### config.mk
export PLATFORM = sky130hd
export DESIGN_NAME = apb_host_bridge_flat
export DESIGN_NICKNAME = d
export VERILOG_FILES = /design/src/rtl/apb_host_bridge_if.sv /design/src/rtl/apb_host_bridge.sv /design/src/flat_wrapper.sv
export SDC_FILE = /design/constraint.sdc
export NUM_CORES = 1
export LEC_CHECK = 0
export CAP_MARGIN = 10
export CORE_ASPECT_RATIO = 2
export CORE_MARGIN = 8
export CORE_UTILIZATION = 44
export CTS_BUF_LIST = sky130_fd_sc_hd__clkbuf_16
export CTS_CLUSTER_SIZE = 8
export DETAILED_ROUTE_END_ITERATION = 8
export PLACE_DENSITY = 0.83
export SETUP_SLACK_MARGIN = 0.02
export SKIP_LAST_GASP = 1
export SLEW_MARGIN = 20
export SYNTH_ARGS = -nofsm -noshare
export SYNTH_HDL_FRONTEND = slang
export SYNTH_SLANG_ARGS = --single-unit
export TNS_END_PERCENT = 20
### constraint.sdc
create_clock -name PCLK -period 4.54 [get_ports PCLK]
set_clock_uncertainty 0.15 [all_clocks]
set_input_delay 0.454 -clock PCLK [delete_from_list [all_inputs] [get_ports PCLK]]
set_output_delay 0.454 -clock PCLK [all_outputs]
set_load 0.005 [all_outputs]
### src/rtl/apb_host_bridge_if.sv
// Host command/response channels plus the APB initiator signals of the bridge.
// The master modport is the bridge's view; slave is the environment's view
// (host and peripheral cluster together).
interface apb_host_bridge_if #(
  parameter int ADDR_W = 7
);
  logic              req_valid;
  logic              req_ready;
  logic              req_write;
  logic [ADDR_W-1:0] req_addr;
  logic [31:0]       req_wdata;

  logic              rsp_valid;
  logic              rsp_ready;
  logic [31:0]       rsp_rdata;
  logic              rsp_err;

  logic              PSEL;
  logic              PENABLE;
  logic [ADDR_W-1:0] PADDR;
  logic              PWRITE;
  logic [31:0]       PWDATA;
  logic [31:0]       PRDATA;
  logic              PREADY;
  logic              PSLVERR;

  modport master (
    input  req_valid, req_write, req_addr, req_wdata, rsp_ready,
    input  PRDATA, PREADY, PSLVERR,
    output req_ready, rsp_valid, rsp_rdata, rsp_err,
    output PSEL, PENABLE, PADDR, PWRITE, PWDATA
  );

  modport slave (
    output req_valid, req_write, req_addr, req_wdata, rsp_ready,
    output PRDATA, PREADY, PSLVERR,
    input  req_ready, rsp_valid, rsp_rdata, rsp_err,
    input  PSEL, PENABLE, PADDR, PWRITE, PWDATA
  );
endinterface

### src/rtl/apb_host_bridge.sv
// APB initiator: turns one host valid/ready command into an APB SETUP/ACCESS
// transfer and returns read data / error on a valid/ready response channel.
// Only one transfer is ever outstanding.
//
//   state    | meaning
//   ---------+---------------------------------------------------------------
//   S_IDLE   | ready for a command; accept latches address/direction/data
//   S_SETUP  | PSEL=1, PENABLE=0 for exactly one cycle
//   S_ACCESS | PSEL=1, PENABLE=1 until PREADY or the wait-state timeout
//   S_RESP   | response held on rsp_* until the host takes it
module apb_host_bridge #(
  parameter int ADDR_W  = 7,
  parameter int TIMEOUT = 16
) (
  input logic              PCLK,
  input logic              PRESETn,
  apb_host_bridge_if.master bus
);

  typedef enum logic [1:0] {
    S_IDLE,
    S_SETUP,
    S_ACCESS,
    S_RESP
  } state_t;

  // A zero TIMEOUT still needs a 1-bit counter so the declarations stay legal.
  localparam int WCNT_W = (TIMEOUT > 0) ? $clog2(TIMEOUT + 1) : 1;
  localparam int LAST_I = (TIMEOUT > 0) ? TIMEOUT - 1 : 0;
  localparam logic [WCNT_W-1:0] WCNT_LAST = WCNT_W'(LAST_I);
  localparam logic [WCNT_W-1:0] WCNT_MAX  = '1;

  state_t            state_q, state_d;
  logic [WCNT_W-1:0] wcnt_q;
  logic              accept;
  logic              timeout_hit;
  logic              unused_addr_lsb;

  // Word-aligned bus: the byte offset bits of the host address are dropped.
  assign unused_addr_lsb = ^bus.req_addr[1:0];

  assign accept = (state_q == S_IDLE) && bus.req_valid;

  // The current ACCESS cycle is the last one allowed if PREADY stays low;
  // PREADY arriving in that same cycle still wins as a normal completion.
  assign timeout_hit = (TIMEOUT != 0) && (wcnt_q == WCNT_LAST);

  // State register.
  always_ff @(posedge PCLK or negedge PRESETn) begin
    if (!PRESETn) state_q <= S_IDLE;
    else          state_q <= state_d;
  end

  // Next state and state-decoded handshake/APB control outputs.
  always_comb begin
    state_d       = state_q;
    bus.req_ready = 1'b0;
    bus.rsp_valid = 1'b0;
    bus.PSEL      = 1'b0;
    bus.PENABLE   = 1'b0;
    case (state_q)
      S_IDLE: begin
        bus.req_ready = 1'b1;
        if (bus.req_valid) state_d = S_SETUP;
      end
      S_SETUP: begin
        bus.PSEL = 1'b1;
        state_d  = S_ACCESS;
      end
      S_ACCESS: begin
        bus.PSEL    = 1'b1;
        bus.PENABLE = 1'b1;
        if (bus.PREADY || timeout_hit) state_d = S_RESP;
      end
      S_RESP: begin
        bus.rsp_valid = 1'b1;
        if (bus.rsp_ready) state_d = S_IDLE;
      end
      default: state_d = S_IDLE;
    endcase
  end

  // Address/direction/data captured on accept and held until the next accept.
  always_ff @(posedge PCLK or negedge PRESETn) begin
    if (!PRESETn) begin
      bus.PADDR  <= '0;
      bus.PWRITE <= 1'b0;
      bus.PWDATA <= '0;
    end else if (accept) begin
      bus.PADDR  <= {bus.req_addr[ADDR_W-1:2], 2'b00};
      bus.PWRITE <= bus.req_write;
      bus.PWDATA <= bus.req_write ? bus.req_wdata : 32'h0;
    end
  end

  // Response capture at the end of ACCESS; held stable through RESP.
  always_ff @(posedge PCLK or negedge PRESETn) begin
    if (!PRESETn) begin
      bus.rsp_rdata <= '0;
      bus.rsp_err   <= 1'b0;
    end else if (state_q == S_ACCESS) begin
      if (bus.PREADY) begin
        bus.rsp_rdata <= bus.PWRITE ? 32'h0 : bus.PRDATA;
        bus.rsp_err   <= bus.PSLVERR;
      end else if (timeout_hit) begin
        bus.rsp_rdata <= 32'h0;
        bus.rsp_err   <= 1'b1;
      end
    end
  end

  // Saturating wait-state counter, cleared when the response is taken.
  always_ff @(posedge PCLK or negedge PRESETn) begin
    if (!PRESETn) begin
      wcnt_q <= '0;
    end else if (state_q == S_RESP && bus.rsp_ready) begin
      wcnt_q <= '0;
    end else if (state_q == S_ACCESS && !bus.PREADY && wcnt_q != WCNT_MAX) begin
      wcnt_q <= wcnt_q + 1'b1;
    end
  end

endmodule

### src/flat_wrapper.sv
// flat-port wrapper written by rule: the top's interface ports become plain ports
module apb_host_bridge_flat 
#(
  parameter int ADDR_W  = 7,
  parameter int TIMEOUT = 16
)
  (PCLK, PRESETn, bus_req_valid, bus_req_write, bus_req_addr, bus_req_wdata, bus_rsp_ready, bus_PRDATA, bus_PREADY, bus_PSLVERR, bus_req_ready, bus_rsp_valid, bus_rsp_rdata, bus_rsp_err, bus_PSEL, bus_PENABLE, bus_PADDR, bus_PWRITE, bus_PWDATA);
  apb_host_bridge_if #(.ADDR_W(ADDR_W)) bus_i ();
  input logic PCLK;
  input logic PRESETn;
  input wire logic [$bits(bus_i.req_valid)-1:0] bus_req_valid;
  input wire logic [$bits(bus_i.req_write)-1:0] bus_req_write;
  input wire logic [$bits(bus_i.req_addr)-1:0] bus_req_addr;
  input wire logic [$bits(bus_i.req_wdata)-1:0] bus_req_wdata;
  input wire logic [$bits(bus_i.rsp_ready)-1:0] bus_rsp_ready;
  input wire logic [$bits(bus_i.PRDATA)-1:0] bus_PRDATA;
  input wire logic [$bits(bus_i.PREADY)-1:0] bus_PREADY;
  input wire logic [$bits(bus_i.PSLVERR)-1:0] bus_PSLVERR;
  output wire logic [$bits(bus_i.req_ready)-1:0] bus_req_ready;
  output wire logic [$bits(bus_i.rsp_valid)-1:0] bus_rsp_valid;
  output wire logic [$bits(bus_i.rsp_rdata)-1:0] bus_rsp_rdata;
  output wire logic [$bits(bus_i.rsp_err)-1:0] bus_rsp_err;
  output wire logic [$bits(bus_i.PSEL)-1:0] bus_PSEL;
  output wire logic [$bits(bus_i.PENABLE)-1:0] bus_PENABLE;
  output wire logic [$bits(bus_i.PADDR)-1:0] bus_PADDR;
  output wire logic [$bits(bus_i.PWRITE)-1:0] bus_PWRITE;
  output wire logic [$bits(bus_i.PWDATA)-1:0] bus_PWDATA;
  assign bus_i.req_valid = bus_req_valid;
  assign bus_i.req_write = bus_req_write;
  assign bus_i.req_addr = bus_req_addr;
  assign bus_i.req_wdata = bus_req_wdata;
  assign bus_i.rsp_ready = bus_rsp_ready;
  assign bus_i.PRDATA = bus_PRDATA;
  assign bus_i.PREADY = bus_PREADY;
  assign bus_i.PSLVERR = bus_PSLVERR;
  assign bus_req_ready = bus_i.req_ready;
  assign bus_rsp_valid = bus_i.rsp_valid;
  assign bus_rsp_rdata = bus_i.rsp_rdata;
  assign bus_rsp_err = bus_i.rsp_err;
  assign bus_PSEL = bus_i.PSEL;
  assign bus_PENABLE = bus_i.PENABLE;
  assign bus_PADDR = bus_i.PADDR;
  assign bus_PWRITE = bus_i.PWRITE;
  assign bus_PWDATA = bus_i.PWDATA;
  apb_host_bridge #(.ADDR_W(ADDR_W), .TIMEOUT(TIMEOUT)) u_core (.PCLK(PCLK), .PRESETn(PRESETn), .bus(bus_i));
endmodule
==> results.tsv <==
metric	value	unit
status	complete, no violations	
largest fanout on the critical path	7	
count of flip-flops with a built-in enable after synthesis	0	
number of remaining DRC errors	0	
clock latency reported for the late side of the worst-skew pair	330	ps
count of buffers from port buffering	150	
ranking of synthesized cells by area	dfrtp_1 (60%), nand2_1 (15%), o21ai_0 (8.4%)	
power consumption	3.111	mW
number of failing hold endpoints at the final stage	0	
residual overflow from global routing	0	
static leakage power	2.223	nW
final hold slack	128.1	ps
n_diodes	0	
die width	76.91	microns
post-synthesis sequential area ratio	59.79	%
post-route antenna net violation count	0	
Post-Synthesis Cell Area	3264	sq um
WL final	8.810	mm
number of antenna violations at the first check in global routing	0	
number of max-slew violations in the final report	0	
element type at the critical path end	output port	
Achievable Freq	424.0	MHz
placed cell area	4797	sq um
flip-flop cell with the highest count after synthesis	dfrtp_1	
library cells used by synthesis	29	
total negative setup slack	0	ps
area of the die	10600	sq um
most common library cell in the layout ignoring fill and taps	clkdlybuf4s50_1	
Switching Share	30.95	%
Num CTS Buffers	9	
Die Span Y	137.8	microns
cell count after synthesis	343	
vias in the first global route	2888	
clock network power share	19.9	%
area inside the core boundary	7212	sq um
count of routing violations after the opening detailed-route iteration	118	
cell at the root of the clock tree	clkbuf_16	
most used cells in the layout excluding fill and tap cells	clkdlybuf4s50_1 (148), nand2_1 (129), dfrtp_1 (78)	
clock input transition at the sequential cells of the worst setup and hold paths	50	ps
number of hold buffers added after cts	0	
worst path required time	3940	ps
flip-flop and latch count after synthesis	78	
sequential cell fraction of total power	37.9	%
maximum ir drop on the vdd rail	386.0	uV
total number of yosys warnings	0	
Multi-input gate area	1186	sq um
Yosys top cell area share	59.79	%
initial core utilization	45.26	%
crit path DAT	1750	ps
router iterations before antenna repair	4	
standard-cell rows	44	
power per unit of standard cell area	615.7	nW/um^2
largest net degree at the start of global routing	79	
Post-CTS Repair Setup Buffers	0	
clock period minus final worst setup slack	2359	ps
Rel. slew slack	35.23	%
post-CTS resize count	0	
ratio of final minimum period to clock period	51.95	%
maximum number of buffers from clock root to sink	2	
number of vias in the routed layout	2753	
final std cell area, no fill	5052	sq um
number of endpoints failing setup at the final stage	0	
critical setup path kind	flip-flop to output port	
transition time at the pin with the least slew margin	971.6	ps
share of flip-flops with an asynchronous set or reset	100.0	%
CTS tree	done	
Comb power frac	42.2	%
half-perimeter wire length after detailed placement	6.571	mm
Routed wire per std cell	15.27	microns
max capacitance violation total	0	
sort of element at the start of the critical path	flip-flop	
class of the most critical hold timing path	input pin to async pin	
storage element area	1952	sq um
Clock H-tree levels	3	
average via count per standard cell	4.771	
clk sink count	78	
unrepaired setup endpoints after global routing	false	
I/O pin cnt	155	
fraction of final layout cells with drive strength greater than 1	5.773	%
Synth area leader	dfrtp_1	
total routing resource utilization after global routing	16.74	%
internal power of the cells	2.148	mW
switching power total	962.6	uW
number of nets in the finished design	566	
Mean Syn Cell Area	9.517	sq um
final weighted congestion in routability-driven placement	0.7895	
relative area change from synthesis to final layout	54.77	%
FILL cells	572	
first-pass GRT wire length	14.03	mm
[per-stage QoR]
step / instances / worst slack [ps] / utilization [%]
final: 577 / 2181 / 70.06
after global routing: 577 / 2122 / 70.06
after CTS: 577 / 2160 / 70.06
after detailed placement: 562 / 2109 / 66.52
after global placement: 561 / 1779 / 66.07
after floorplan: 344 / 2587 / -
[Yosys cell counts, types with 3 or more instances]
cell      count
buf_6         3
dfrtp_1      78
buf_2         8
nor2_1        7
o21ai_0      55
inv_1         6
mux2_2        7
clkbuf_1     11
ha_1          7
o21ai_1      10
nand2_1     130
[registers in the layout (all words and copies together) (netlist names)]
signal,count
u_core.bus.PADDR,5
u_core.bus.rsp_rdata,32
u_core.bus.PWRITE,1
u_core.state_q,2
u_core.wcnt_q,5
u_core.bus.PWDATA,32
u_core.bus.rsp_err,1
[worst max-delay path, cell delays in order (launching register included)]
cell and delay (ps):
dfrtp_1 390, inv_1 110, ha_1 350, clkdlybuf4s50_1 570
[path summary, 6_finish.rpt]
path                       slack [ps]  depth (start not counted)                                    to                              start
min in group PCLK                 320                          2     u_core.bus.PWDATA[12]$_DFFE_PN0P_  u_core.bus.PWDATA[12]$_DFFE_PN0P_
min reg2reg                       320                          2     u_core.bus.PWDATA[12]$_DFFE_PN0P_  u_core.bus.PWDATA[12]$_DFFE_PN0P_
max reg2reg                      2300                          6   u_core.bus.rsp_rdata[1]$_DFFE_PN0P_       u_core.wcnt_q[0]$_DFFE_PN0P_
min                               130                          1  u_core.bus.rsp_rdata[26]$_DFFE_PN0P_                            PRESETn
max                              2180                          3                           bus_PENABLE      u_core.state_q[0]$_DFFE_PN0P_
max in group asynchronous        3480                          1  u_core.bus.rsp_rdata[18]$_DFFE_PN0P_                            PRESETn
[layer usage]
metal  up-vias  track usage, %  share of wire [%]
met2       113           27.74                 49
li1       1375               -                  -
met4         0           10.78                4.0
met3        26           7.712                9.2
met5         -               0                  0
met1      1239           16.56                 37
[power by group through the flow]
stage          registers [mW]  clock network (mW)  logic (mW)
5_1_grt                  1.22               0.659        1.46
3_3_place_gp             1.17                   0        1.28
3_5_place_dp             1.19                   0        1.34
2_1_floorplan            1.20                   0       0.470
4_1_cts                  1.18               0.634        1.34
6_report                 1.18               0.619        1.31
[logic make-up (layout without fill, tap and decap cells)]
logic type | after synthesis | in the layout | share of synthesized area (%)
AND/OR/NAND/NOR | 145 | 145 | 17.90
flip-flops | 78 | 78 | 59.79
AO/OA/AOI/OAI | 70 | 70 | 11.12
buffers and inverters | 31 | 172 | 4.791
multiplexers | 9 | 9 | 3.066
adder cells (fa/ha/maj) | 7 | 7 | 2.683
XOR/XNOR | 2 | 2 | 0.5367
other | 1 | 2 | 0.1149
[layout make-up]
class | count | share of cell area, %
well taps | 92 | 2.278
repair buffers | 151 | 30.11
inverters | 6 | 0.4458
clock buffers | 9 | 4.458
multi-input cells | 235 | 23.48
clock inverters | 6 | 0.5944
flip-flops and latches | 78 | 38.63
Power figures use the tool's default switching activity.
